## src/rtl/dmem_arbiter_if.sv

```systemverilog
// One requester's view of the shared data memory: request fields in, grant and read response out.
interface dmem_arbiter_if #(
  parameter int AW = 4,
  parameter int DW = 4
);
  logic          req;
  logic          we;
  logic [AW-1:0] addr;
  logic [DW-1:0] wdata;
  logic          gnt;
  logic          rvalid;
  logic [DW-1:0] rdata;

  modport master (output req, we, addr, wdata, input gnt, rvalid, rdata);
  modport slave  (input req, we, addr, wdata, output gnt, rvalid, rdata);
endinterface

```

## src/rtl/dmem_arbiter.sv

```systemverilog
// Single-port data memory shared by CPU port A and loader port B with round-robin
// tie-breaking, one-cycle read latency and a saturating conflict counter.
//
// Response pipe states (per port):
//   state | meaning
//   IDLE  | no read data due this cycle
//   RESP  | rvalid asserted; rdata holds the word read in the previous (grant) cycle
module dmem_arbiter #(
  parameter int AW = 4,
  parameter int DW = 4,
  parameter int CW = 8
) (
  input  logic          clk,
  input  logic          reset_n,
  dmem_arbiter_if.slave a,
  dmem_arbiter_if.slave b,
  output logic [CW-1:0] conflict_cnt
);

  localparam logic [0:0] ST_IDLE = 1'b0;
  localparam logic [0:0] ST_RESP = 1'b1;

  localparam logic LAST_A = 1'b0;
  localparam logic LAST_B = 1'b1;

  logic [DW-1:0] mem [0:(1<<AW)-1];

  logic          last_grant;
  logic          a_gnt;
  logic          b_gnt;
  logic [0:0]    a_state;
  logic [0:0]    b_state;
  logic [DW-1:0] a_rdata;
  logic [DW-1:0] b_rdata;

  // On a tie the port that did not win last time is served.
  assign a_gnt = a.req & (~b.req | (last_grant == LAST_B));
  assign b_gnt = b.req & (~a.req | (last_grant == LAST_A));

  assign a.gnt    = a_gnt;
  assign b.gnt    = b_gnt;
  assign a.rvalid = (a_state == ST_RESP);
  assign b.rvalid = (b_state == ST_RESP);
  assign a.rdata  = a_rdata;
  assign b.rdata  = b_rdata;

  always_ff @(posedge clk or negedge reset_n) begin
    if (!reset_n) begin
      last_grant <= LAST_B;
    end else if (a_gnt) begin
      last_grant <= LAST_A;
    end else if (b_gnt) begin
      last_grant <= LAST_B;
    end
  end

  always_ff @(posedge clk or negedge reset_n) begin
    if (!reset_n) begin
      for (int i = 0; i < (1 << AW); i++) begin
        mem[i] <= '0;
      end
    end else if (a_gnt && a.we) begin
      mem[a.addr] <= a.wdata;
    end else if (b_gnt && b.we) begin
      mem[b.addr] <= b.wdata;
    end
  end

  always_ff @(posedge clk or negedge reset_n) begin
    if (!reset_n) begin
      a_state <= ST_IDLE;
      a_rdata <= '0;
    end else if (a_gnt && !a.we) begin
      a_state <= ST_RESP;
      a_rdata <= mem[a.addr];
    end else begin
      a_state <= ST_IDLE;
    end
  end

  always_ff @(posedge clk or negedge reset_n) begin
    if (!reset_n) begin
      b_state <= ST_IDLE;
      b_rdata <= '0;
    end else if (b_gnt && !b.we) begin
      b_state <= ST_RESP;
      b_rdata <= mem[b.addr];
    end else begin
      b_state <= ST_IDLE;
    end
  end

  always_ff @(posedge clk or negedge reset_n) begin
    if (!reset_n) begin
      conflict_cnt <= '0;
    end else if (a.req && b.req && (conflict_cnt != {CW{1'b1}})) begin
      conflict_cnt <= conflict_cnt + CW'(1);
    end
  end

endmodule
```

## src/flat_wrapper.sv

```systemverilog
// flat-port wrapper written by rule: the top's interface ports become plain ports
module dmem_arbiter_flat 
#(
  parameter int AW = 4,
  parameter int DW = 4,
  parameter int CW = 8
)
  (clk, reset_n, conflict_cnt, a_req, a_we, a_addr, a_wdata, a_gnt, a_rvalid, a_rdata, b_req, b_we, b_addr, b_wdata, b_gnt, b_rvalid, b_rdata);
  dmem_arbiter_if #(.AW(AW), .DW(DW)) a_i ();
  dmem_arbiter_if #(.AW(AW), .DW(DW)) b_i ();
  input  logic clk;
  input  logic reset_n;
  output logic [CW-1:0] conflict_cnt;
  input wire logic [$bits(a_i.req)-1:0] a_req;
  input wire logic [$bits(a_i.we)-1:0] a_we;
  input wire logic [$bits(a_i.addr)-1:0] a_addr;
  input wire logic [$bits(a_i.wdata)-1:0] a_wdata;
  output wire logic [$bits(a_i.gnt)-1:0] a_gnt;
  output wire logic [$bits(a_i.rvalid)-1:0] a_rvalid;
  output wire logic [$bits(a_i.rdata)-1:0] a_rdata;
  input wire logic [$bits(b_i.req)-1:0] b_req;
  input wire logic [$bits(b_i.we)-1:0] b_we;
  input wire logic [$bits(b_i.addr)-1:0] b_addr;
  input wire logic [$bits(b_i.wdata)-1:0] b_wdata;
  output wire logic [$bits(b_i.gnt)-1:0] b_gnt;
  output wire logic [$bits(b_i.rvalid)-1:0] b_rvalid;
  output wire logic [$bits(b_i.rdata)-1:0] b_rdata;
  assign a_i.req = a_req;
  assign a_i.we = a_we;
  assign a_i.addr = a_addr;
  assign a_i.wdata = a_wdata;
  assign a_gnt = a_i.gnt;
  assign a_rvalid = a_i.rvalid;
  assign a_rdata = a_i.rdata;
  assign b_i.req = b_req;
  assign b_i.we = b_we;
  assign b_i.addr = b_addr;
  assign b_i.wdata = b_wdata;
  assign b_gnt = b_i.gnt;
  assign b_rvalid = b_i.rvalid;
  assign b_rdata = b_i.rdata;
  dmem_arbiter #(.AW(AW), .DW(DW), .CW(CW)) u_core (.clk(clk), .reset_n(reset_n), .a(a_i), .b(b_i), .conflict_cnt(conflict_cnt));
endmodule
```

## config.mk

```make
export PLATFORM = sky130hd
export DESIGN_NAME = dmem_arbiter_flat
export DESIGN_NICKNAME = d
export VERILOG_FILES = /design/src/rtl/dmem_arbiter_if.sv /design/src/rtl/dmem_arbiter.sv /design/src/flat_wrapper.sv
export SDC_FILE = /design/constraint.sdc
export NUM_CORES = 1
export LEC_CHECK = 0
export CAP_MARGIN = 10
export CORE_MARGIN = 5
export CORE_UTILIZATION = 60
export CTS_CLUSTER_SIZE = 30
export DETAILED_ROUTE_END_ITERATION = 7
export PLACE_DENSITY = 0.82
export SLEW_MARGIN = 20
export SYNTH_ARGS = -nofsm -noshare
export SYNTH_HDL_FRONTEND = slang
export SYNTH_SLANG_ARGS = --single-unit
```

## constraint.sdc

```tcl
create_clock -name clk -period 5.1 [get_ports clk]
set_clock_uncertainty 0.15 [all_clocks]
set_input_delay 1.02 -clock clk [delete_from_list [all_inputs] [get_ports clk]]
set_output_delay 1.02 -clock clk [all_outputs]
set_load 0.005 [all_outputs]
```

==> results.txt <==
hold depth -> 2
Area contributors post-synth -> dfrtp_1, mux2_2, mux4_2
Mean Syn Cell Area -> 12.5 sq um
Synth Register Bits -> 83
placer congestion estimate -> 0.984
fin cells -> 563
CTS root buf -> clkbuf_8
Slew @ Worst Pin -> 1020 ps
Buf/Inv on CP -> 3
max_cap viols -> 0
reg2reg start -> u_core.last_grant$_DFFE_PN1P_
Crit. End Element -> output pin
critical path class -> in2out
Slew HR -> 31.5%
Setup Fix Bufs, Post-CTS -> 0
hold endpoint -> u_core.a.rdata[0]$_DFFE_PN0P_
Worst Hold Class -> reg2reg
initial DRC count -> 694
Design Area, Final -> 5920 sq um
FF-to-FF setup slack -> 2360 ps
reg2reg end -> u_core.mem[29]$_DFFE_PN0P_
PwrDens -> 281 nW/um^2
HP Start -> u_core.a.rdata[0]$_DFFE_PN0P_
Cell variety after synth -> 50
Post-Syn Nets -> 444
crit share post-route -> 75.6%
FF-to-FF path depth -> 4
layout cell share with drive strength beyond 1 -> 32.7%
post-synth top area cell -> dfrtp_1
I/O pin count -> 42
Synthesis Warnings -> 0
I/O Buffers -> 41
dpl ws -> 1240 ps
antenna violations before repair -> 0
TritonRoute pass-1 iters -> 6
crit path launch -> a_req
CTS Buffer Depth -> 2
Mapped Area -> 5250 sq um
fmax -> 259 MHz
Crit-path slowest cell -> clkdlybuf4s50_1
crit-path most repeated cell -> clkdlybuf4s50_1
vias in the first global route -> 4355
Max IR drop VDD -> 0.213 mV
total vias in the final route -> 4343
Tot Pwr -> 0.00166 W
sequential-to-total area share from yosys stat -> 39.6%
top cells by count, synth -> dfrtp_1, mux2_2, o22ai_1
post-synth top area share -> 39.1%
cell family with most CP delay -> buffers and inverters
Nets -> 473
Inst Count DP -> 547
final wirelength -> 15600 um
Data arrival, critical path -> 2690 ps
antenna fix cells -> 0
Remaining Overflow, GRT -> 0
hold_buf cts -> 0
final setup TNS -> 0 ps
Gate Count Post-Synth -> 421
core area -> 8640 sq um
die footprint -> 10700 sq um
largest net degree at the start of global routing -> 84
Clock Latency Late Sink -> 360 ps
RSZ-0062 raised after global routing -> false
Via density -> 7.71
first-pass GRT wire length -> 25000 um
Crit path required time -> 3930 ps
count of final hold-check violations -> 0
top-count cell post-synth -> dfrtp_1
Reg clk slew, reported paths -> 90 ps
outcome -> finished clean
Chip Height -> 104 um
Initial Utilization -> 60.8%
fin worst setup slack -> 1240 ps
Area growth, synth to finish -> 12.6%
Leakage -> 2.41 nW
num rows -> 34
Main synth FF type -> dfrtp_1
Detail Route Antenna Nets -> 0
type of origin of the critical path -> input port
gr usage total -> 29.5%
Worst Path Max Fanout -> 14
CTS tree -> done
# setup viols final -> 0
critical-path cell list -> clkdlybuf4s50_1 -> inv_2 -> nor2_1 -> clkdlybuf4s50_1
Num CTS Buffers -> 9
ys async rst share -> 100%
Post-synth EDFFs -> 0
HPWL Detailed -> 10900 um
Post-route DRC -> 0
H-tree depth -> 3
number of clock sinks -> 83
Crit path largest cell delay -> 760 ps
fillcell total -> 641
Routed WL per cell -> 27.7 um
Final min period -> 3860 ps
DP Area -> 5670 sq um
max-slew violation count -> 0
Chip Width -> 104 um
post-cts sizing count -> 0
-- worst min-delay path, delay by kind of cell (launching register included) --
| family | cells | cell delay (ps) |
|---|---|---|
| flip-flops | 1 | 350 |
| AO/OA/AOI/OAI | 2 | 120 |
-- where the power goes --
part | internal [W] | total, W | switching (W)
sequential | 0.000704 | 0.000755 | 0.0000508
combinational | 0.000153 | 0.000317 | 0.000164
clock | 0.000340 | 0.000589 | 0.000250
total | 0.00120 | 0.00166 | 0.000465
-- cells in the final DEF, fill, tap and decap left out, drive strengths merged, types with 3 or more instances in the layout --
cell           synthesis  routed
clkdlybuf4s50          0      39
o22ai                 67      67
clkinv                 1       4
nand2                 28      28
buf                   29       8
nor2                   5       5
inv                    3       3
clkbuf                 0      10
and3                   3       3
nand3                 14      14
mux4                  32      32
nand4                 11      11
nor2b                  9       9
bufinv                 0       3
xnor2                  5       5
o31ai                  8       8
nand4b                 3       3
mux2                  68      68
a22o                   8       8
a31oi                  4       4
a2bb2oi                4       4
dfrtp                 82      82
mux2i                  9       9
-- area by class of cell --
cell class,instances,area (sq um),share of cell area [%]
clock buffer,10,138,2.33
timing repair buffer,47,452,7.63
multi-input combinational,305,2990,50.5
tap,108,135,2.28
clock inverter,6,113,1.90
sequential,83,2080,35.1
inverter,4,15.0,0.254
-- per-stage QoR --
stage                     utilization, %  hold slack [ps]
after floorplan                        -              321
after global placement              65.6              323
after detailed placement            65.6              340
after CTS                           68.5              360
after global routing                68.5              395
final                               68.5              354
-- sequential cells by signal, indices dropped and copies added (netlist names) --
signal	flops
u_core.b.rdata	4
u_core.conflict_cnt	8
u_core.last_grant	1
u_core.a.rdata	4
u_core.mem	64
u_core.a.rvalid	1
u_core.b.rvalid	1
-- how the worst max path moves through the flow --
stage | end | slack, ps | cells past startpoint
finish | a_gnt | 1240 | 4
detailed placement | a_gnt | 1240 | 4
floorplan | a_gnt | 2470 | 3
global route | a_gnt | 1150 | 4
global placement | a_gnt | 1280 | 4
CTS | a_gnt | 1240 | 4
-- kinds of logic after synthesis --
kind of cell    synth area share [%]
flops                           39.6
mux                             30.0
buf+inv                         3.57
xor+xnor                        1.17
fa+ha+maj                      0.238
simple gates                    9.17
compound gates                  16.3
-- metal layers --
| layer | up-vias | wire length, um | track usage (%) |
|---|---|---|---|
| met1 | 2127 | 5790 | 41.5 |
| li1 | 1763 | - | - |
| met4 | 0 | 919 | 13.5 |
| met3 | 97 | 2070 | 9.58 |
| met5 | - | 0 | 0 |
| met2 | 356 | 6800 | 41.4 |
Power figures use the tool's default switching activity.
